==> src/rtl/vz_image_loader_if.sv <==
// Download (hps_io ioctl) and RAM write-port bundle for the VZ snapshot loader.
// The loader takes the master view; hps_io and the RAM arbiter take the slave view.
interface vz_image_loader_if #(
  parameter int RAM_AW = 16
);
  logic              dn_download;
  logic [7:0]        dn_index;
  logic              dn_wr;
  logic [15:0]       dn_addr;
  logic [7:0]        dn_data;
  logic              dn_wait;
  logic              ram_req;
  logic [RAM_AW-1:0] ram_addr;
  logic [7:0]        ram_dout;
  logic              ram_ack;

  modport master (
    input  dn_download, dn_index, dn_wr, dn_addr, dn_data, ram_ack,
    output dn_wait, ram_req, ram_addr, ram_dout
  );

  modport slave (
    output dn_download, dn_index, dn_wr, dn_addr, dn_data, ram_ack,
    input  dn_wait, ram_req, ram_addr, ram_dout
  );
endinterface

==> src/rtl/vz_image_loader.sv <==
// VZ snapshot loader: parses the 24-byte header, streams the payload into RAM through a
// small FIFO and a req/ack port, then patches the BASIC end pointer (F0) or requests autorun (F1).
module vz_image_loader #(
  parameter int          RAM_AW       = 16,
  parameter logic [7:0]  F_INDEX      = 8'd1,
  parameter int          HDR_LEN      = 24,
  parameter int          FIFO_DEPTH   = 4,
  parameter logic [15:0] END_PTR_ADDR = 16'h78F9,
  parameter bit          CHECK_MAGIC  = 1'b1
) (
  input  logic              clk_sys_i,
  input  logic              reset_i,
  vz_image_loader_if.master bus,
  output logic              cpu_hold_o,
  output logic [7:0]        img_type_o,
  output logic [15:0]       start_addr_o,
  output logic [15:0]       end_addr_o,
  output logic              done_o,
  output logic              autorun_req_o,
  output logic              err_o
);

  localparam int            PW        = $clog2(FIFO_DEPTH);
  localparam int            CW        = PW + 1;
  localparam logic [15:0]   HDR_LAST  = 16'(HDR_LEN - 1);
  localparam logic [CW-1:0] FILL_FULL = CW'(FIFO_DEPTH);
  localparam logic [CW-1:0] FILL_WAIT = CW'(FIFO_DEPTH - 1);
  localparam logic [7:0]    TYPE_F0   = 8'hF0;
  localparam logic [7:0]    TYPE_F1   = 8'hF1;
  localparam logic [31:0]   MAGIC_VZ  = 32'h565A4630;
  localparam logic [31:0]   MAGIC_ALT = 32'h20200000;

  typedef enum logic [2:0] {
    S_IDLE, S_HEADER, S_DATA, S_DRAIN, S_PATCH_LO, S_PATCH_HI, S_DONE, S_ERROR
  } state_e;

  state_e            state_q, state_d;
  logic              dlPrev_q;
  logic              err_q, err_d;
  logic [15:0]       count_q, count_d;
  logic [15:0]       startAddr_q, startAddr_d;
  logic [15:0]       endAddr_q, endAddr_d;
  logic [7:0]        imgType_q, imgType_d;
  logic [31:0]       magic_q, magic_d;
  logic [PW-1:0]     wrPtr_q, wrPtr_d;
  logic [PW-1:0]     rdPtr_q, rdPtr_d;
  logic [CW-1:0]     fill_q, fill_d;
  logic              req_q, req_d;
  logic [RAM_AW-1:0] ramAddr_q, ramAddr_d;
  logic [7:0]        ramData_q, ramData_d;
  logic              done_q, done_d;
  logic              autorun_q, autorun_d;

  logic [RAM_AW-1:0] fifoAddr_q [FIFO_DEPTH];
  logic [7:0]        fifoData_q [FIFO_DEPTH];

  logic              idxOk, startEv, fallEv, wrEv;
  logic              fifoEmpty, fifoFull;
  logic              push, pop, flush;
  logic              hdrOk;
  logic [RAM_AW-1:0] pushAddr;

  assign idxOk     = (bus.dn_index == F_INDEX);
  assign startEv   = bus.dn_download && !dlPrev_q && idxOk &&
                     (state_q inside {S_IDLE, S_DONE, S_ERROR});
  assign fallEv    = !bus.dn_download && dlPrev_q;
  assign wrEv      = bus.dn_wr && idxOk;
  assign fifoEmpty = (fill_q == '0);
  assign fifoFull  = (fill_q == FILL_FULL);
  assign pushAddr  = RAM_AW'(startAddr_q) + RAM_AW'(count_q);
  assign hdrOk     = (!CHECK_MAGIC || magic_q == MAGIC_VZ || magic_q == MAGIC_ALT) &&
                     (imgType_q == TYPE_F0 || imgType_q == TYPE_F1);

  always_comb begin
    state_d     = state_q;
    err_d       = err_q;
    count_d     = count_q;
    startAddr_d = startAddr_q;
    endAddr_d   = endAddr_q;
    imgType_d   = imgType_q;
    magic_d     = magic_q;
    wrPtr_d     = wrPtr_q;
    rdPtr_d     = rdPtr_q;
    fill_d      = fill_q;
    req_d       = req_q;
    ramAddr_d   = ramAddr_q;
    ramData_d   = ramData_q;
    done_d      = 1'b0;
    autorun_d   = 1'b0;
    push        = 1'b0;
    pop         = 1'b0;
    flush       = 1'b0;

    case (state_q)
      S_HEADER: begin
        if (fallEv) begin
          state_d = S_ERROR;
        end else if (wrEv && bus.dn_addr <= HDR_LAST) begin
          case (bus.dn_addr)
            16'd0:   magic_d[31:24]     = bus.dn_data;
            16'd1:   magic_d[23:16]     = bus.dn_data;
            16'd2:   magic_d[15:8]      = bus.dn_data;
            16'd3:   magic_d[7:0]       = bus.dn_data;
            16'd21:  imgType_d          = bus.dn_data;
            16'd22:  startAddr_d[7:0]   = bus.dn_data;
            16'd23:  startAddr_d[15:8]  = bus.dn_data;
            default: ;
          endcase
          // Magic and type bytes all precede the last header byte, so the registered copies are complete here.
          if (bus.dn_addr == HDR_LAST) begin
            state_d = hdrOk ? S_DATA : S_ERROR;
          end
        end
      end
      S_DATA: begin
        if (wrEv) begin
          count_d = count_q + 16'd1;
          if (fifoFull) begin
            err_d = 1'b1;
          end else begin
            push = 1'b1;
          end
        end
        if (fallEv) begin
          state_d   = S_DRAIN;
          endAddr_d = startAddr_q + count_d;
        end
      end
      S_DRAIN: begin
        if (fifoEmpty && !req_q) begin
          state_d = (imgType_q == TYPE_F0) ? S_PATCH_LO : S_DONE;
        end
      end
      S_PATCH_LO: begin
        if (req_q && bus.ram_ack) begin
          state_d = S_PATCH_HI;
        end
      end
      S_PATCH_HI: begin
        if (req_q && bus.ram_ack) begin
          state_d = S_DONE;
        end
      end
      default: ;
    endcase

    // A request is always followed by at least one idle cycle before the next one is issued.
    if (req_q && bus.ram_ack) begin
      req_d = 1'b0;
      if (state_q inside {S_DATA, S_DRAIN}) begin
        pop = 1'b1;
      end
    end else if (!req_q) begin
      if ((state_q inside {S_DATA, S_DRAIN}) && !fifoEmpty) begin
        req_d     = 1'b1;
        ramAddr_d = fifoAddr_q[rdPtr_q];
        ramData_d = fifoData_q[rdPtr_q];
      end else if (state_q == S_PATCH_LO) begin
        req_d     = 1'b1;
        ramAddr_d = RAM_AW'(END_PTR_ADDR);
        ramData_d = endAddr_q[7:0];
      end else if (state_q == S_PATCH_HI) begin
        req_d     = 1'b1;
        ramAddr_d = RAM_AW'(END_PTR_ADDR + 16'd1);
        ramData_d = endAddr_q[15:8];
      end
    end

    if (state_d == S_ERROR && state_q != S_ERROR) begin
      flush = 1'b1;
      req_d = 1'b0;
      err_d = 1'b1;
    end

    if (startEv) begin
      state_d = S_HEADER;
      err_d   = 1'b0;
      count_d = '0;
      flush   = 1'b1;
      req_d   = 1'b0;
    end

    if (state_d == S_DONE && state_q != S_DONE) begin
      done_d    = 1'b1;
      autorun_d = (imgType_q == TYPE_F1);
    end

    if (flush) begin
      wrPtr_d = '0;
      rdPtr_d = '0;
      fill_d  = '0;
    end else begin
      if (push) wrPtr_d = wrPtr_q + PW'(1);
      if (pop)  rdPtr_d = rdPtr_q + PW'(1);
      fill_d = fill_q + CW'(push) - CW'(pop);
    end
  end

  always_ff @(posedge clk_sys_i or posedge reset_i) begin
    if (reset_i) begin
      state_q     <= S_IDLE;
      dlPrev_q    <= 1'b0;
      err_q       <= 1'b0;
      count_q     <= '0;
      startAddr_q <= '0;
      endAddr_q   <= '0;
      imgType_q   <= '0;
      magic_q     <= '0;
      wrPtr_q     <= '0;
      rdPtr_q     <= '0;
      fill_q      <= '0;
      req_q       <= 1'b0;
      ramAddr_q   <= '0;
      ramData_q   <= '0;
      done_q      <= 1'b0;
      autorun_q   <= 1'b0;
    end else begin
      state_q     <= state_d;
      dlPrev_q    <= bus.dn_download;
      err_q       <= err_d;
      count_q     <= count_d;
      startAddr_q <= startAddr_d;
      endAddr_q   <= endAddr_d;
      imgType_q   <= imgType_d;
      magic_q     <= magic_d;
      wrPtr_q     <= wrPtr_d;
      rdPtr_q     <= rdPtr_d;
      fill_q      <= fill_d;
      req_q       <= req_d;
      ramAddr_q   <= ramAddr_d;
      ramData_q   <= ramData_d;
      done_q      <= done_d;
      autorun_q   <= autorun_d;
    end
  end

  // Storage needs no reset: occupancy is tracked by the pointers alone.
  always_ff @(posedge clk_sys_i) begin
    if (push) begin
      fifoAddr_q[wrPtr_q] <= pushAddr;
      fifoData_q[wrPtr_q] <= bus.dn_data;
    end
  end

  assign bus.dn_wait    = (fill_q >= FILL_WAIT);
  assign bus.ram_req    = req_q;
  assign bus.ram_addr   = ramAddr_q;
  assign bus.ram_dout   = ramData_q;
  assign cpu_hold_o     = state_q inside {S_HEADER, S_DATA, S_DRAIN, S_PATCH_LO, S_PATCH_HI};
  assign img_type_o     = imgType_q;
  assign start_addr_o   = startAddr_q;
  assign end_addr_o     = endAddr_q;
  assign done_o         = done_q;
  assign autorun_req_o  = autorun_q;
  assign err_o          = err_q;

endmodule

==> src/flat_wrapper.sv <==
// flat-port wrapper written by rule: the top's interface ports become plain ports
module vz_image_loader_flat 
#(
  parameter int          RAM_AW       = 16,
  parameter logic [7:0]  F_INDEX      = 8'd1,
  parameter int          HDR_LEN      = 24,
  parameter int          FIFO_DEPTH   = 4,
  parameter logic [15:0] END_PTR_ADDR = 16'h78F9,
  parameter bit          CHECK_MAGIC  = 1'b1
)
  (clk_sys_i, reset_i, cpu_hold_o, img_type_o, start_addr_o, end_addr_o, done_o, autorun_req_o, err_o, bus_dn_download, bus_dn_index, bus_dn_wr, bus_dn_addr, bus_dn_data, bus_ram_ack, bus_dn_wait, bus_ram_req, bus_ram_addr, bus_ram_dout);
  vz_image_loader_if #(.RAM_AW(RAM_AW)) bus_i ();
  input  logic clk_sys_i;
  input  logic reset_i;
  output logic cpu_hold_o;
  output logic [7:0] img_type_o;
  output logic [15:0] start_addr_o;
  output logic [15:0] end_addr_o;
  output logic done_o;
  output logic autorun_req_o;
  output logic err_o;
  input wire logic [$bits(bus_i.dn_download)-1:0] bus_dn_download;
  input wire logic [$bits(bus_i.dn_index)-1:0] bus_dn_index;
  input wire logic [$bits(bus_i.dn_wr)-1:0] bus_dn_wr;
  input wire logic [$bits(bus_i.dn_addr)-1:0] bus_dn_addr;
  input wire logic [$bits(bus_i.dn_data)-1:0] bus_dn_data;
  input wire logic [$bits(bus_i.ram_ack)-1:0] bus_ram_ack;
  output wire logic [$bits(bus_i.dn_wait)-1:0] bus_dn_wait;
  output wire logic [$bits(bus_i.ram_req)-1:0] bus_ram_req;
  output wire logic [$bits(bus_i.ram_addr)-1:0] bus_ram_addr;
  output wire logic [$bits(bus_i.ram_dout)-1:0] bus_ram_dout;
  assign bus_i.dn_download = bus_dn_download;
  assign bus_i.dn_index = bus_dn_index;
  assign bus_i.dn_wr = bus_dn_wr;
  assign bus_i.dn_addr = bus_dn_addr;
  assign bus_i.dn_data = bus_dn_data;
  assign bus_i.ram_ack = bus_ram_ack;
  assign bus_dn_wait = bus_i.dn_wait;
  assign bus_ram_req = bus_i.ram_req;
  assign bus_ram_addr = bus_i.ram_addr;
  assign bus_ram_dout = bus_i.ram_dout;
  vz_image_loader #(.RAM_AW(RAM_AW), .F_INDEX(F_INDEX), .HDR_LEN(HDR_LEN), .FIFO_DEPTH(FIFO_DEPTH), .END_PTR_ADDR(END_PTR_ADDR), .CHECK_MAGIC(CHECK_MAGIC)) u_core (.clk_sys_i(clk_sys_i), .reset_i(reset_i), .bus(bus_i), .cpu_hold_o(cpu_hold_o), .img_type_o(img_type_o), .start_addr_o(start_addr_o), .end_addr_o(end_addr_o), .done_o(done_o), .autorun_req_o(autorun_req_o), .err_o(err_o));
endmodule
==> config.mk <==
export PLATFORM = sky130hd
export DESIGN_NAME = vz_image_loader_flat
export DESIGN_NICKNAME = d
export VERILOG_FILES = /design/src/rtl/vz_image_loader_if.sv /design/src/rtl/vz_image_loader.sv /design/src/flat_wrapper.sv
export SDC_FILE = /design/constraint.sdc
export NUM_CORES = 1
export LEC_CHECK = 0
export CAP_MARGIN = 20
export CORE_MARGIN = 2
export CORE_UTILIZATION = 57
export DETAILED_ROUTE_END_ITERATION = 16
export PLACE_DENSITY = 0.83
export SLEW_MARGIN = 30
export SYNTH_ARGS = -nofsm -noshare
export SYNTH_HDL_FRONTEND = slang
export SYNTH_SLANG_ARGS = --single-unit
==> constraint.sdc <==
create_clock -name clk_sys_i -period 10.35 [get_ports clk_sys_i]
set_clock_uncertainty 0.05 [all_clocks]
set_input_delay 1.035 -clock clk_sys_i [delete_from_list [all_inputs] [get_ports clk_sys_i]]
set_output_delay 1.035 -clock clk_sys_i [all_outputs]
set_load 0.02 [all_outputs]
### Yosys cells after proc, flatten, opt, wreduce, memory -nomap -nowiden

Memory sizes are Yosys's and may differ from the RTL's.
Cells that the tools add are included.

| storage, ports and cells | value |
|---|---|
| register bits after elaboration | 127 |
| output and inout bits | 70 |
| memory bits (read-only) | 0 |
| bits in latches | 0 |
| input port bits | 37 |
| word-level logic and storage cells | 147 |
| RAM bits | 96 |
| memories | 2 |

Memories:

| memory | words | width | rd ports | clocked after memory_dff | write ports | line | text |
|---|---|---|---|---|---|---|---|
| u_core.fifoAddr_q | 4 | 16 | 1 | 0 | 1 | vz_image_loader.sv:54 | `logic [RAM_AW-1:0] fifoAddr_q [FIFO_DEPTH];` |
| u_core.fifoData_q | 4 | 8 | 1 | 0 | 1 | vz_image_loader.sv:55 | `logic [7:0] fifoData_q [FIFO_DEPTH];` |

| cells by class | value |
|---|---|
| multipliers | 0 |
| shift-type cells | 0 |
| equality and inequality tests | 23 |
| add/subtract/negate cells | 7 |
| order comparisons | 2 |
| divide/modulo/power cells | 0 |
| multiplexer cells | 49 |
| reduce and logical (&&, ||, !) cells | 41 |
| bitwise operators | 3 |

Operators with widths:

| cell | number |
|---|---|
| $mux 16 | 7 |
| $eq 16x5->1 const B | 3 |
| $add 16x16->16 | 2 |
| $eq 16x2->1 const B | 2 |
| $eq 32x30->1 const B | 1 |
| $eq 32x31->1 const B | 1 |
| $mux 3 | 10 |
| $reduce_and 4->1 | 7 |
| $mux 8 | 3 |
| $mux 1 | 23 |
| $eq 3x3->1 const B | 7 |
| $add 16x1->16 const B | 1 |
| $eq 16x1->1 const B | 1 |
| $eq 8x8->1 const B | 2 |
| $le 16x5->1 const B | 1 |
| $logic_not 16->1 | 1 |
| $pmux 3 s5 | 1 |
| $reduce_bool 3->1 | 5 |
| $logic_and 1x1->1 | 12 |
| $mux 2 | 5 |
| $eq 8x1->1 const B | 1 |
| $reduce_bool 2->1 | 4 |
| $eq 3x2->1 const B | 2 |
| $logic_not 3->1 | 2 |
| other kinds (12) | 21 |

### Longest topological paths before layout

Gate-level depths: netlist (run 1).

| depth | value |
|---|---|
| depth after elaboration | 13 |
| gate-level depth with buffers | 14 |
| gate-level depth less buffers | 13 |

### Least setup slack after synthesis (run 1)

No wires, ideal clock.

| timing path | value |
|---|---|
| kind | in2reg |
| from | input bus_dn_index[5] |
| to | register u_core.endAddr_q[15] (netlist: u_core.end_addr_o[15]) |
| path slack | 6.558 ns |
| arrival time | 3.671 ns |
| path buffers | 1 |
| stages | 13 |
| library setup time | 0.071 ns |
| cells stage by stage | nor4_4 -> and3_1 -> buf_6 -> and4_1 -> and3_1 -> xor2_1 -> ha_1 -> a21oi_1 -> o21ai_0 -> a211oi_1 -> o31a_1 -> or3_1 -> nand4_1 |

| between the ends | value |
|---|---|
| cells in the longest elaborated chain, start to end | 5 |

RTL lines:

| item | line | text |
|---|---|---|
| from (decl) | flat_wrapper.sv:23 | `input wire logic [$bits(bus_i.dn_index)-1:0] bus_dn_index;` |
| $eq 8x1->1 | vz_image_loader.sv:63 | `assign idxOk = (bus.dn_index == F_INDEX);` |
| $logic_and 1x1->1 | vz_image_loader.sv:67 | `assign wrEv = bus.dn_wr && idxOk;` |
| $mux 16 | vz_image_loader.sv:116 | `if (wrEv) begin` |
| $mux 16 | vz_image_loader.sv:94 | `case (state_q)` |
| $add 16x16->16 | vz_image_loader.sv:126 | `endAddr_d = startAddr_q + count_d;` |
| to (signal assigned) | vz_image_loader.sv:223 | `endAddr_q <= endAddr_d;` |
| to (decl) | vz_image_loader.sv:42 | `logic [15:0] endAddr_q, endAddr_d;` |

Every way passes these cells. The select of a mux whose other input is x is not followed.
A chain may end at the register's enable or synchronous reset.

### Worst setup path in the final report (run 1)

| timing path | value |
|---|---|
| from | input bus_dn_index[1] |
| to | register u_core.endAddr_q[12] (netlist: u_core.end_addr_o[12]) |

Same word-level chain as after synthesis.

==> results.md, run 1 <==
- The startpoint of the most critical hold path is u_core.bus.ram_addr[6]$_DFFE_PP0P_.
- After detailed routing, the total wire length is 25.3 mm.
- The area taken by flip-flops and latches is 6060 µm².
- The count of nets left with antenna violations once routing finished came out at 0.
- The floorplan step defined a core boundary enclosing 18600 µm².
- The number of antenna violations at the first check in global routing was 0.
- The accumulated negative setup slack is 0 ps.
- The via count of the first global-routing pass is 7364.
- The HPWL after detailed placement is 17.9 mm.
- The part of the cycle the worst path needs is 41.3%.
- In the final layout, the multi-input gates occupy 4420 µm².
- Setup repair after global routing left no endpoint under its margin.
- The number of antenna diodes in the final layout is 0.
- The TritonCTS clock tree is built.
- The worst setup path is launched from an input pin.
- The die covers approximately 20000 µm².
- The sink count of the clock tree is about 220.
- Entering global routing, the biggest net connects 78 pins.
- The post-route minimum period is roughly 4300 ps.
- The total power per unit cell area is 174 nW/µm².
- The number of DRC markers in iteration 0 is 517.
- The number of nets in the finished design is 1024.
- Timing would allow up to 234 MHz.
- The cell type contributing the most total cell area after synthesis is dfrtp_1.
- The flow ran to the end, and the final reports show no timing, DRC or antenna violations.
- The leakage power of the design is 5.31 nW.
- Summed over all layers, the global routing overflow is 0.
- In this run the worst setup path begins at bus_dn_index[1].
- The total number of placement rows is 50.
- In this run the critical register-to-register path is launched from u_core.count_q[0]$_DFFE_PP0P_.
- Counting instances in the post-synthesis netlist gives the leading cell types as dfrtp_1, edfxtp_1, nand2_1.
- At the placement stage, the worst setup path has a slack of 5640 ps.
- Once the floorplan was initialized, standard cells occupied between 50 and 60% of the core.
- For this run, the detailed router's first-pass iteration total came to 6.
- The clock network fraction of total power is roughly 36%.
- The setup path with the least slack is of type in -> reg.
- After detailed placement, the design holds a cell count of 1154.
- The overall track demand over capacity in global routing is 25.7%.
- The per-instance average area after synthesis is 12.9 µm².
- The number of buffers inserted during clock tree synthesis is 23.
- The buffers inserted during post-CTS setup optimization is 0.
- The synthesized netlist net count is just over 900.
- For this run, the share of the core covered by cells in the final layout is 68.7%.
- The gate count after technology mapping is 832.
- The horizontal die dimension is 141 µm.
- Counting distinct cell types in the post-synthesis netlist gives 74.
- Clock-pin slew was measured on the worst setup and hold paths at 60 ps.
- The slew of the pin with the lowest slew margin is roughly 850 ps.
- The congestion estimate from routability-driven global placement came to 0.964.
- In the routed layout, each cell is associated on average with a via count of 6.26.
- The synthesis-to-finish area growth is 19.1%.
- STA classifies the critical path endpoint as a register.
- Sequential elements use 56.6% of the synthesized area.
- The number of storage elements in the synthesis netlist is approximately 220.
- The final count of hold timing violations came to 0.
- After detailed routing, the number of remaining DRC violations is 0.
- The share of layout cells above drive strength 1 is 15.1%.
- The top-area cell type share of the netlist area is 29.7%.
- The number of filler cells placed in the layout is 1282.
- In this run the cell area of the synthesized design comes to 10700 µm².
- The maximum buffer depth of the clock tree is 3.
- The path class of the lowest-slack min-delay path is reg -> reg.
- 107 I/O pins were placed.
- The number of pins exceeding their max-slew limit in the final report was 0.
- The non-filler instance count after layout is 1196.
- The fraction of registers with async set/reset is 57.0%.
- Once the clock tree was built, the resizer swapped 0 gates to a different size.
- Ranked by total cell area, the synthesized netlist is headed by dfrtp_1, edfxtp_1, mux2_2, mux4_2, ha_1.
- The leading cell type by number of instances after synthesis is dfrtp_1.
- Of all nets on the critical path, the largest fanout is 10.
- The via total after detailed routing is between 7000 and 8000.
- The H-tree depth is 1.
- In this run switching power makes up 27.9% of total power.
- The die outline height is 141 µm.
- During placement, the flow inserted port buffers numbering 106.
- The data required time at the worst endpoint is 10680 ps.
- For this design the total switching power over the nets is 0.619 mW.
- Across the VDD grid, the largest voltage drop is 0.123 mV.
- The data arrival time at the worst-slack endpoint is 4610 ps.
- The internal portion of the total power is between 1.5 and 2 mW.
- Measured against its own limit, the worst slew margin works out to between 40% and 50%.
- Sequential cells burn ~47% of the power.
- The cell at the root of the clock tree is clkbuf_16.
- Setup violations remaining at the end of the flow were counted as 0.
- The global-route wire length before repair is 39.8 mm.
- The clock latency reported for the late side of the worst-skew pair is 500 ps.
- The number of enable-type register cells in the synthesized netlist is 96.
- The minimum setup slack in the final design is 6070 ps.
- The proportion of power drawn by combinational gates is 17.7%.
- The prevailing post-synth register cell is dfrtp_1.
- For this run, the number of Yosys warnings is 0.
- The post-detailed-route wirelength per cell is 21.2 µm.
- The number of hold buffers added after CTS was 0.
- The count of maximum capacitance violations is 0.
-- layout by cell type, fill, tap and decap left out, types with 11 or more instances in the layout --
cell	instances
o21ai_0	42
dfrtp_1	127
mux2_2	56
a21oi_1	20
nor2_1	43
buf_4	11
nand2_1	65
clkdlybuf4s50_1	106
clkbuf_16	25
inv_1	28
ha_1	38
edfxtp_1	96
nand3_1	19
mux4_2	24
xor2_1	14
xnor2_1	28
nor3_1	25
-- worst paths after layout --
check	endpoint	slack [ps]	cells past startpoint
min in group asynchronous	u_core.magic_q[3]$_DFFE_PP0P_	980	2
worst max register to register	u_core.fifoAddr_q[3][14]$_DFFE_PP_	6870	10
max in group asynchronous	u_core.bus.ram_addr[1]$_DFFE_PP0P_	8110	3
worst max-delay path	u_core.end_addr_o[12]$_DFFE_PP0P_	6070	14
worst min-delay path	u_core.bus.ram_addr[6]$_DFFE_PP0P_	450	1
worst min register to register	u_core.bus.ram_addr[6]$_DFFE_PP0P_	450	1
-- critical path, stage by stage --
cell and delay [ps]:
clkdlybuf4s50_1 440, nor4b_4 380, and3_1 430, and4_1 370
nand2_1 100, xnor2_1 190, ha_1 330, nand2_1 130
nand2b_1 70, a21o_1 190, a22o_1 250, o31a_1 260
o21a_1 180, o31ai_1 230
-- layout make-up --
cell class	instances	area share, %
clock buffers	31	5.19
clock inverters	10	0.510
inverters	29	0.892
multi-input cells	552	34.7
flip-flops and latches	223	47.5
well taps	234	2.29
repair buffers	117	8.96
-- sequential cells by signal, summed over array words and instances (netlist names), 3 cells and up --
signal,count
u_core.fifoAddr_q,64
u_core.fifoData_q,32
u_core.magic_q,32
u_core.bus.ram_addr,16
u_core.count_q,16
u_core.end_addr_o,16
u_core.start_addr_o,16
u_core.bus.ram_dout,8
u_core.img_type_o,8
u_core.fill_q,3
u_core.state_q,3
-- metrics by stage --
step	hold slack, ps	area (µm²)	power (mW)
after global routing	473	12800	2.30
after floorplan	430	10700	1.28
final	453	12800	2.22
after detailed placement	438	12000	1.44
after CTS	457	12800	2.23
after global placement	435	12000	1.43
-- power groups by stage --
stage                     Combinational [mW]  Sequential [mW]  Clock (mW)
after global routing                   0.425             1.05       0.831
after detailed placement               0.389             1.05           0
after CTS                              0.390             1.04       0.801
final                                  0.392             1.04       0.786
after global placement                 0.377             1.05           0
after floorplan                        0.210             1.07           0
-- cells by family (layout without fill, tap and decap cells) --
kind of cell	Yosys count	in the layout	share of synthesized area [%]
mux	82	82	11.1
buf+inv	57	187	2.16
xor+xnor	42	42	3.43
flops	223	223	56.6
simple gates	241	241	12.5
fa+ha+maj	41	41	5.00
compound gates	146	146	9.15
-- metal layers --
metal	wire, µm	track usage [%]	vias up
met5	0	0	-
li1	-	-	3372
met1	10500	35.8	3753
met2	12300	41.7	310
met4	610	8.05	0
met3	1880	4.31	51
Note: power is estimated with default switching activity, not from simulation.
==> run 2, diff against run 1 <==
Clock period 10.35 ns to 4.4 ns, I/O delays scaled along.
==> run 2 against run 1 <==
Net effect: worst hold slack got worse by 130 ps; clock power grew to 2.5 times the previous value; non-clock buffer count is 1 higher; sequential cell count unchanged; combinational power is 130% higher; cell area grew 0.72%; clock-buffer cell count down 2; sequential share of layout area down 0.34 points; global-route usage is 0.52 points higher; sequential power increased by 130%; power grew 140%; critical path depth shrank 2; largest power group unchanged.
==> results.md, run 2 (synthesized netlist as in run 1, its figures left out) <==
- The maximum buffer depth of the clock tree is 3 (unchanged).
- The number of hold buffers added after CTS came to 0 (unchanged).
- The average via count per standard cell came to 6.18 (was 6.26).
- The detailed-route DRC error count is 0 (unchanged).
- The slew of the pin with the lowest slew margin is 920 ps (was 849 ps).
- The number of iterations in the first detailed-routing pass is 5 (was 6).
- Top Registers: u_core.fifoAddr_q: 64 flops, u_core.fifoData_q: 32 flops, u_core.magic_q: 32 flops (unchanged).
- The H-tree depth is 1 (unchanged).
- The number of nets in the finished design is 1026 (was 1024).
- The post-detailed-route wirelength per cell is 21.4 µm (was 21.2 µm).
- The count of placed standard cells including taps is 1156 (was 1154).
- The share of layout cells above drive strength 1 is 15.8% (was 15.1%).
- The leakage power of the design is 5.37 nW (was 5.31 nW).
- The clock-pin slew of the registers on the worst-case setup and hold paths is 70 ps (was 60 ps).
- The final count of hold timing violations is 0 (unchanged).
- The post-route minimum period is 3640 ps.
- The number of filler cells placed in the layout is 1286 (was 1282).
- The cell at the root of the clock tree is clkbuf_16 (unchanged).
- The startpoint of the worst-slack reg-to-reg timing path was u_core.count_q[0]$_DFFE_PP0P_ (unchanged).
- Outcome: complete, no violations (unchanged).
- The clock latency reported for the late side of the worst-skew pair came to 520 ps (was 500 ps).
- The number of placed I/O pins is 107 (unchanged).
- Dividing the final minimum period by the clock period gives 82.6%.
- The diode insertion count for antenna repair is 0 (unchanged).
- The placement-stage cell area is 12100 µm² (was 12000 µm²).
- The data arrival time at the worst-slack endpoint came to 4030 ps (was 4610 ps).
- The final number of setup-violating endpoints is 0 (unchanged).
- The overall die area is 19900 µm² (unchanged).
- The maximum number of pins on one net before global-route repair came to 81 (was 78).
- The peak per-stage delay on the critical path is 470 ps (was 440 ps).
- The register ranked first by flip-flop count is u_core.fifoAddr_q (unchanged).
- The TritonCTS clock tree is built (unchanged).
- The register-to-register setup slack is 800 ps (was 6870 ps).
- The slowest cell on the critical path is o21ai_0 (was clkdlybuf4s50_1).
- The nature of the critical path endpoint was a register (unchanged).
- The number of DRC markers in iteration 0 came to 610 (was 517).
- The net switching fraction of the power was 27.9% (about the same).
- The effective utilization at floorplan was 57.6% (unchanged).
- The via count of the first global-routing pass is 7464 (was 7364).
- The final hold slack is 323 ps (was 453 ps).
- The buffers inserted during post-CTS setup optimization is 0 (unchanged).
- The depth of the worst register-to-register path was 10 (unchanged).
- The number of buffers inserted during clock tree synthesis is 24 (was 23).
- The global-route wire length before repair was 40.7 mm (was 39.8 mm).
- The flip-flop count of the largest register, all copies and words added is 64 (unchanged).
- The kind of start point of the critical path is an input pin (unchanged).
- The path class of the lowest-slack min-delay path is in -> async (was reg -> reg).
- The most common cell after layout, fill and taps aside is dfrtp_1 (unchanged).
- The worst voltage drop across the vdd grid is 0.341 mV (was 0.123 mV).
- The design internal power came to 3.86 mW (was 1.60 mW).
- The final non-filler cell area came to 12900 µm² (was 12800 µm²).
- Unrepaired setup endpoints after global routing: no (unchanged).
- The total detailed-routing wirelength was 25.7 mm (was 25.3 mm).
- The die outline height came to 141 µm (unchanged).
- The remaining global-route overflow came to 0 (unchanged).
- The number of nets with antenna violations after routing is 0 (unchanged).
- The total power per unit cell area is 417 nW/µm² (was 174 nW/µm²).
- The horizontal die dimension came to 141 µm (unchanged).
- The net switching power is 1.49 mW (was 0.619 mW).
- Cells traversed along the worst timing path: clkdlybuf4s50_1 -> nor4b_4 -> and3_1 -> nand4_1 -> xnor2_1 -> ha_1 -> nand3_1 -> o21ai_0 -> a211oi_1 -> o31a_1 -> or3_1 -> nand4_1 (was clkdlybuf4s50_1 -> nor4b_4 -> and3_1 -> and4_1 -> nand2_1 -> xnor2_1 -> ha_1 -> nand2_1 -> nand2b_1 -> a21o_1 -> a22o_1 -> o31a_1 -> o21a_1 -> o31ai_1).
- The overall track demand over capacity in global routing came to 26.2% (was 25.7%).
- The total number of placement rows came to 50 (unchanged).
- Highest-count cells in the layout ignoring fill and taps: dfrtp_1, clkdlybuf4s50_1, edfxtp_1 (unchanged).
- The area of the core region is 18600 µm² (unchanged).
- The maximum fanout encountered on the critical timing path was 10 (unchanged).
- The synthesis-to-finish area growth is 20.0% (was 19.1%).
- The achievable clock frequency is 275 MHz.
- The max-slew headroom at the worst pin was 37.9% (was 43.3%).
- The number of buffer cells added on primary ports was 106 (unchanged).
- The via total after detailed routing is 7417 (was 7486).
- The routability congestion estimate is 0.926 (was 0.964).
- The share of total power in sequential cells is 45.5% (was 46.8%).
- The kind of critical path is in -> reg (unchanged).
- The data required time at the worst endpoint came to 4790 ps (was 10680 ps).
- The non-filler instance count after layout is 1200 (was 1196).
- The number of antenna violations at the first check in global routing was 0 (unchanged).
- The total power is 5.36 mW (was 2.22 mW).
- The HPWL after detailed placement came to 18.0 mm (was 17.9 mm).
- The count of maximum capacitance violations is 0 (unchanged).
- The clock network fraction of total power is 37.3% (was 35.5%).
- The end of the worst register-to-register path is u_core.fifoAddr_q[2][14]$_DFFE_PP_ (was u_core.fifoAddr_q[3][14]$_DFFE_PP_).
- The number of pins exceeding their max-slew limit in the final report came to 0 (unchanged).
- The quantity of gates resized following cts was 0 (unchanged).
- The cell repeated most along the worst path is nand4_1 (was nand2_1).
- The proportion of power drawn by combinational gates is 17.2% (was 17.7%).
- The accumulated negative setup slack is 0 ps (unchanged).
- The sink count of the clock tree is 223 (unchanged).
[run 2: cell count changes in the layout (fill, tap and decap cells not counted), sizes merged]
| cell | delta |
|---|---|
| buf | +1 |
| clkbuf | -2 |
| bufinv | +1 |
| clkinvlp | -2 |
| clkinv | +6 |
[run 2: through the flow]
step                utilization, %  setup slack (ps)
finish                        69.2               764
detailed placement            64.9               310
CTS                           69.2               827
floorplan                        -               526
global placement              64.9               417
global route                  69.2               551
[run 2: how the worst max path moves through the flow]
stage / from / to / slack [ps] / cells after the start
after floorplan: reset_i / u_core.autorun_req_o$_DFF_PP0_ / 530 / 1
after global placement: bus_dn_index[1] / u_core.end_addr_o[11]$_DFFE_PP0P_ / 420 / 13
after detailed placement: bus_dn_index[1] / u_core.end_addr_o[15]$_DFFE_PP0P_ / 310 / 12
after CTS: bus_dn_index[1] / u_core.end_addr_o[15]$_DFFE_PP0P_ / 830 / 12
after global routing: bus_dn_index[5] / u_core.end_addr_o[15]$_DFFE_PP0P_ / 550 / 12
final: bus_dn_index[1] / u_core.end_addr_o[15]$_DFFE_PP0P_ / 760 / 12
[run 2: power groups by stage]
stage	registers (mW)	logic, mW	clock network [mW]
after floorplan	2.51	0.495	0
after global placement	2.47	0.889	0
after detailed placement	2.48	0.913	0
after CTS	2.44	0.921	2.02
after global routing	2.45	1.00	2.10
final	2.44	0.921	2.00
[run 2: worst max-delay path: cells and delay by family]
| family | cells | cell delay [ps] |
|---|---|---|
| buf+inv | 1 | 440 |
| simple gates | 6 | 1590 |
| xor+xnor | 1 | 170 |
| compound gates | 3 | 1020 |
| fa+ha+maj | 1 | 370 |
[run 2: layout make-up]
class                           instances  area (µm²)  share of cell area (%)
Tap cell                              234         293                    2.28
Timing Repair Buffer                  118        1160                    9.05
Inverter                               29         111                   0.866
Multi-Input combinational cell        552        4420                    34.4
Sequential cell                       223        6060                    47.2
Clock inverter                         15         119                   0.925
Clock buffer                           29         682                    5.31
[run 2: layer usage]
metal	vias up	routed length [µm]	track usage [%]
li1	3383	-	-
met1	3704	11000	36.5
met2	290	12500	43.0
met3	40	1690	4.35
met4	0	536	7.37
met5	-	0	0
==> run 3, diff against run 2 <==
Settings changed: CORE_UTILIZATION 57 to 52, PLACE_DENSITY 0.83 to 0.8.
Clock period 4.4 ns to 3.1 ns, I/O delays scaled along.
==> run 3 against run 2 <==
Net effect: critical path depth rose by 1; register-to-register slack lost 730 ps; die area increased by 9.3%; largest cell class unchanged.
==> results.md, run 3 (synthesized netlist as in run 1, its figures left out) <==
- Outcome: complete, no violations (unchanged).
- The number of buffers inserted during clock tree synthesis came to 23 (was 24).
- The die outline height came to 148 µm (was 141 µm).
- The register ranked first by flip-flop count is u_core.fifoAddr_q (unchanged).
- The end-of-flow core utilization came to 66.6% (was 69.2%).
- The routability congestion estimate is 0.987 (was 0.926).
- The count of maximum capacitance violations is 0 (unchanged).
- The number of buffer cells added on primary ports is 106 (unchanged).
- The end of the worst register-to-register path was u_core.end_addr_o[15]$_DFFE_PP0P_ (was u_core.fifoAddr_q[2][14]$_DFFE_PP_).
- The final count of hold timing violations is 0 (unchanged).
- The H-tree depth is 1 (unchanged).
- The register-to-register setup slack was 70 ps (was 800 ps).
- The number of placed I/O pins came to 107 (unchanged).
- The slew of the pin with the lowest slew margin is 788 ps (was 920 ps).
- The area of combinational cells with multiple inputs came to 4470 µm² (was 4420 µm²).
- The effective utilization at floorplan is 52.9% (was 57.6%).
- The global-route wire length before repair is 41.9 mm (was 40.7 mm).
- The detailed-route DRC error count is 0 (unchanged).
- The most common cell after layout, fill and taps aside is dfrtp_1 (unchanged).
- The overall track demand over capacity in global routing is 24.7% (was 26.2%).
- The max-slew headroom at the worst pin is 47.3% (was 37.9%).
- The data arrival time at the worst-slack endpoint is 3420 ps (was 4030 ps).
- Top Registers: u_core.fifoAddr_q: 64 flops, u_core.fifoData_q: 32 flops, u_core.magic_q: 32 flops (unchanged).
- The remaining global-route overflow is 0 (unchanged).
- The clock-pin slew of the registers on the worst-case setup and hold paths came to 60 ps (was 70 ps).
- The total power is 7.51 mW (was 5.36 mW).
- The kind of start point of the critical path was a register (was input pin).
- The via count of the first global-routing pass is 7666 (was 7464).
- The final hold slack is 244 ps (was 323 ps).
- The average via count per standard cell came to 5.88 (was 6.18).
- The share of layout cells above drive strength 1 was 21.9% (was 15.8%).
- The nature of the critical path endpoint is a register (unchanged).
- The TritonCTS clock tree is built (unchanged).
- The number of filler cells placed in the layout is 1466 (was 1286).
- The flip-flop count of the largest register, all copies and words added is 64 (unchanged).
- The maximum buffer depth of the clock tree is 3 (unchanged).
- The kind of critical path is reg -> reg (was in -> reg).
- The overall die area came to 21800 µm² (was 19900 µm²).
- The peak per-stage delay on the critical path is 400 ps (was 470 ps).
- The post-detailed-route wirelength per cell was 20.2 µm (was 21.4 µm).
- The HPWL after detailed placement came to 19.4 mm (was 18.0 mm).
- The worst voltage drop across the vdd grid came to 0.416 mV (was 0.341 mV).
- Static timing analysis puts the maximum clock frequency at 330 MHz.
- The end point of the critical path was u_core.end_addr_o[15]$_DFFE_PP0P_ (unchanged).
- The number of antenna violations at the first check in global routing came to 1 (was 0).
- The cell at the root of the clock tree is clkbuf_16 (unchanged).
- The maximum number of pins on one net before global-route repair came to 38 (was 81).
- The number of nets in the finished design is 1099 (was 1026).
- The diode insertion count for antenna repair was 0 (unchanged).
- The number of DRC markers in iteration 0 is 599 (was 610).
- The sink count of the clock tree is 223 (unchanged).
- The smallest clock period supported by the final layout is computed as just over 3000 ps.
- The synthesis-to-finish area growth is 25.8% (was 20.0%).
- The horizontal die dimension is 148 µm (was 141 µm).
- The depth of the worst register-to-register path is 13 (was 10).
- The total power per unit cell area came to 558 nW/µm² (was 417 nW/µm²).
- The number of iterations in the first detailed-routing pass came to 5 (unchanged).
- Unrepaired setup endpoints after global routing: yes (was no).
- The number of pins exceeding their max-slew limit in the final report came to 0 (unchanged).
- The area taken by flip-flops and latches is 6060 µm² (about the same).
- The clock latency reported for the late side of the worst-skew pair came to 510 ps (was 520 ps).
- The slowest cell on the critical path is dfrtp_1 (was o21ai_0).
- The maximum fanout encountered on the critical timing path is 6 (was 10).
- The data required time at the worst endpoint is 3490 ps (was 4790 ps).
- The startpoint of the worst-slack reg-to-reg timing path is u_core.count_q[0]$_DFFE_PP0P_ (unchanged).
- Highest-count cells in the layout ignoring fill and taps: dfrtp_1, clkdlybuf4s50_1, edfxtp_1 (unchanged).
- Cells traversed along the worst timing path: buf_4 -> ha_1 -> and4_2 -> and3_1 -> xor2_1 -> ha_1 -> buf_4 -> nand2_1 -> nor2_2 -> a211oi_2 -> o31a_1 -> or3_1 -> nand4_1 (was clkdlybuf4s50_1 -> nor4b_4 -> and3_1 -> nand4_1 -> xnor2_1 -> ha_1 -> nand3_1 -> o21ai_0 -> a211oi_1 -> o31a_1 -> or3_1 -> nand4_1).
- The origin of the worst setup path is u_core.count_q[0]$_DFFE_PP0P_ (was bus_dn_index[1]).
- The area of the core region is 20200 µm² (was 18600 µm²).
- The total number of placement rows was 52 (was 50).
- The path class of the lowest-slack min-delay path is in -> async (unchanged).
- The total detailed-routing wirelength is 26.4 mm (was 25.7 mm).
- The final number of setup-violating endpoints was 0 (unchanged).
- The via total after detailed routing was 7689 (was 7417).
- The leakage power of the design was 5.70 nW (was 5.37 nW).
- The part of the cycle the worst path needs is 97.7%.
- The number of nets with antenna violations after routing came to 0 (unchanged).
==> run 3: changes by cell type in the layout (fill, tap and decap cells not counted), sizes merged <==
cell      change
inv           +1
clkinv        -3
clkbuf        -1
clkinvlp      +1
buf          +74
==> run 3: where the power goes <==
group	total, mW	internal, mW	switching (mW)
logic	1.51	0.668	0.845
clock network	2.58	1.47	1.11
registers	3.42	3.27	0.150
total	7.51	5.41	2.10
==> run 3: worst min-delay path by stage <==
stage	slack (ps)	endpoint	startpoint	cells after the start
2_1_floorplan	290	u_core.dlPrev_q$_DFF_PP0_	bus_dn_download	0
6_report	240	u_core.magic_q[2]$_DFFE_PP0P_	reset_i	2
3_5_place_dp	450	u_core.magic_q[18]$_DFFE_PP0P_	u_core.magic_q[18]$_DFFE_PP0P_	1
4_1_cts	260	u_core.magic_q[2]$_DFFE_PP0P_	reset_i	2
3_3_place_gp	430	u_core.bus.ram_addr[11]$_DFFE_PP0P_	u_core.bus.ram_addr[11]$_DFFE_PP0P_	1
5_1_grt	300	u_core.magic_q[2]$_DFFE_PP0P_	reset_i	2
==> run 3: metrics by stage <==
| stage | cell area (µm²) | setup TNS, ps | setup slack (ps) | cells |
|---|---|---|---|---|
| after floorplan | 10700 | 0 | 32.9 | 832 |
| after global routing | 13500 | -173 | -90.3 | 1308 |
| after CTS | 13400 | 0 | 2.30 | 1308 |
| after global placement | 12700 | -3540 | -481 | 1266 |
| after detailed placement | 12700 | -4790 | -567 | 1266 |
| final | 13500 | 0 | 69.9 | 1308 |
==> run 3: layout make-up <==
type / instances / area share [%]
flip-flops and latches: 223 / 45.0
multi-input cells: 552 / 33.2
repair buffers: 192 / 13.2
clock buffers: 28 / 4.49
well taps: 270 / 2.51
inverters: 29 / 0.836
clock inverters: 14 / 0.734
==> run 3: what timing repair did <==
item                                    in CTS  in global routing
endpoints found under the setup margin       7                 22
buffers inserted                             0                  0
hold buffers                                 0                  0
gates resized for setup                      3                 15
pin swaps                                    0                  3
==> run 3: metal layers <==
metal / vias up / global-route usage, % / routed length [µm] / share of wire [%]
li1: 3523 / - / - / -
met4: 0 / 6.68 / 585 / 2.2
met2: 309 / 39.8 / 12700 / 48
met3: 42 / 4.10 / 2000 / 7.6
met5: - / 0 / 0 / 0
met1: 3815 / 35.1 / 11100 / 42
==> run 3: worst max-delay path: cells and delay by family, from the launching register on <==
family / cells / cell delay (ps)
XOR/XNOR: 1 / 150
AO/OA/AOI/OAI: 2 / 410
AND/OR/NAND/NOR: 6 / 1130
buffers and inverters: 2 / 290
adder cells (fa/ha/maj): 2 / 530
flip-flops: 1 / 400
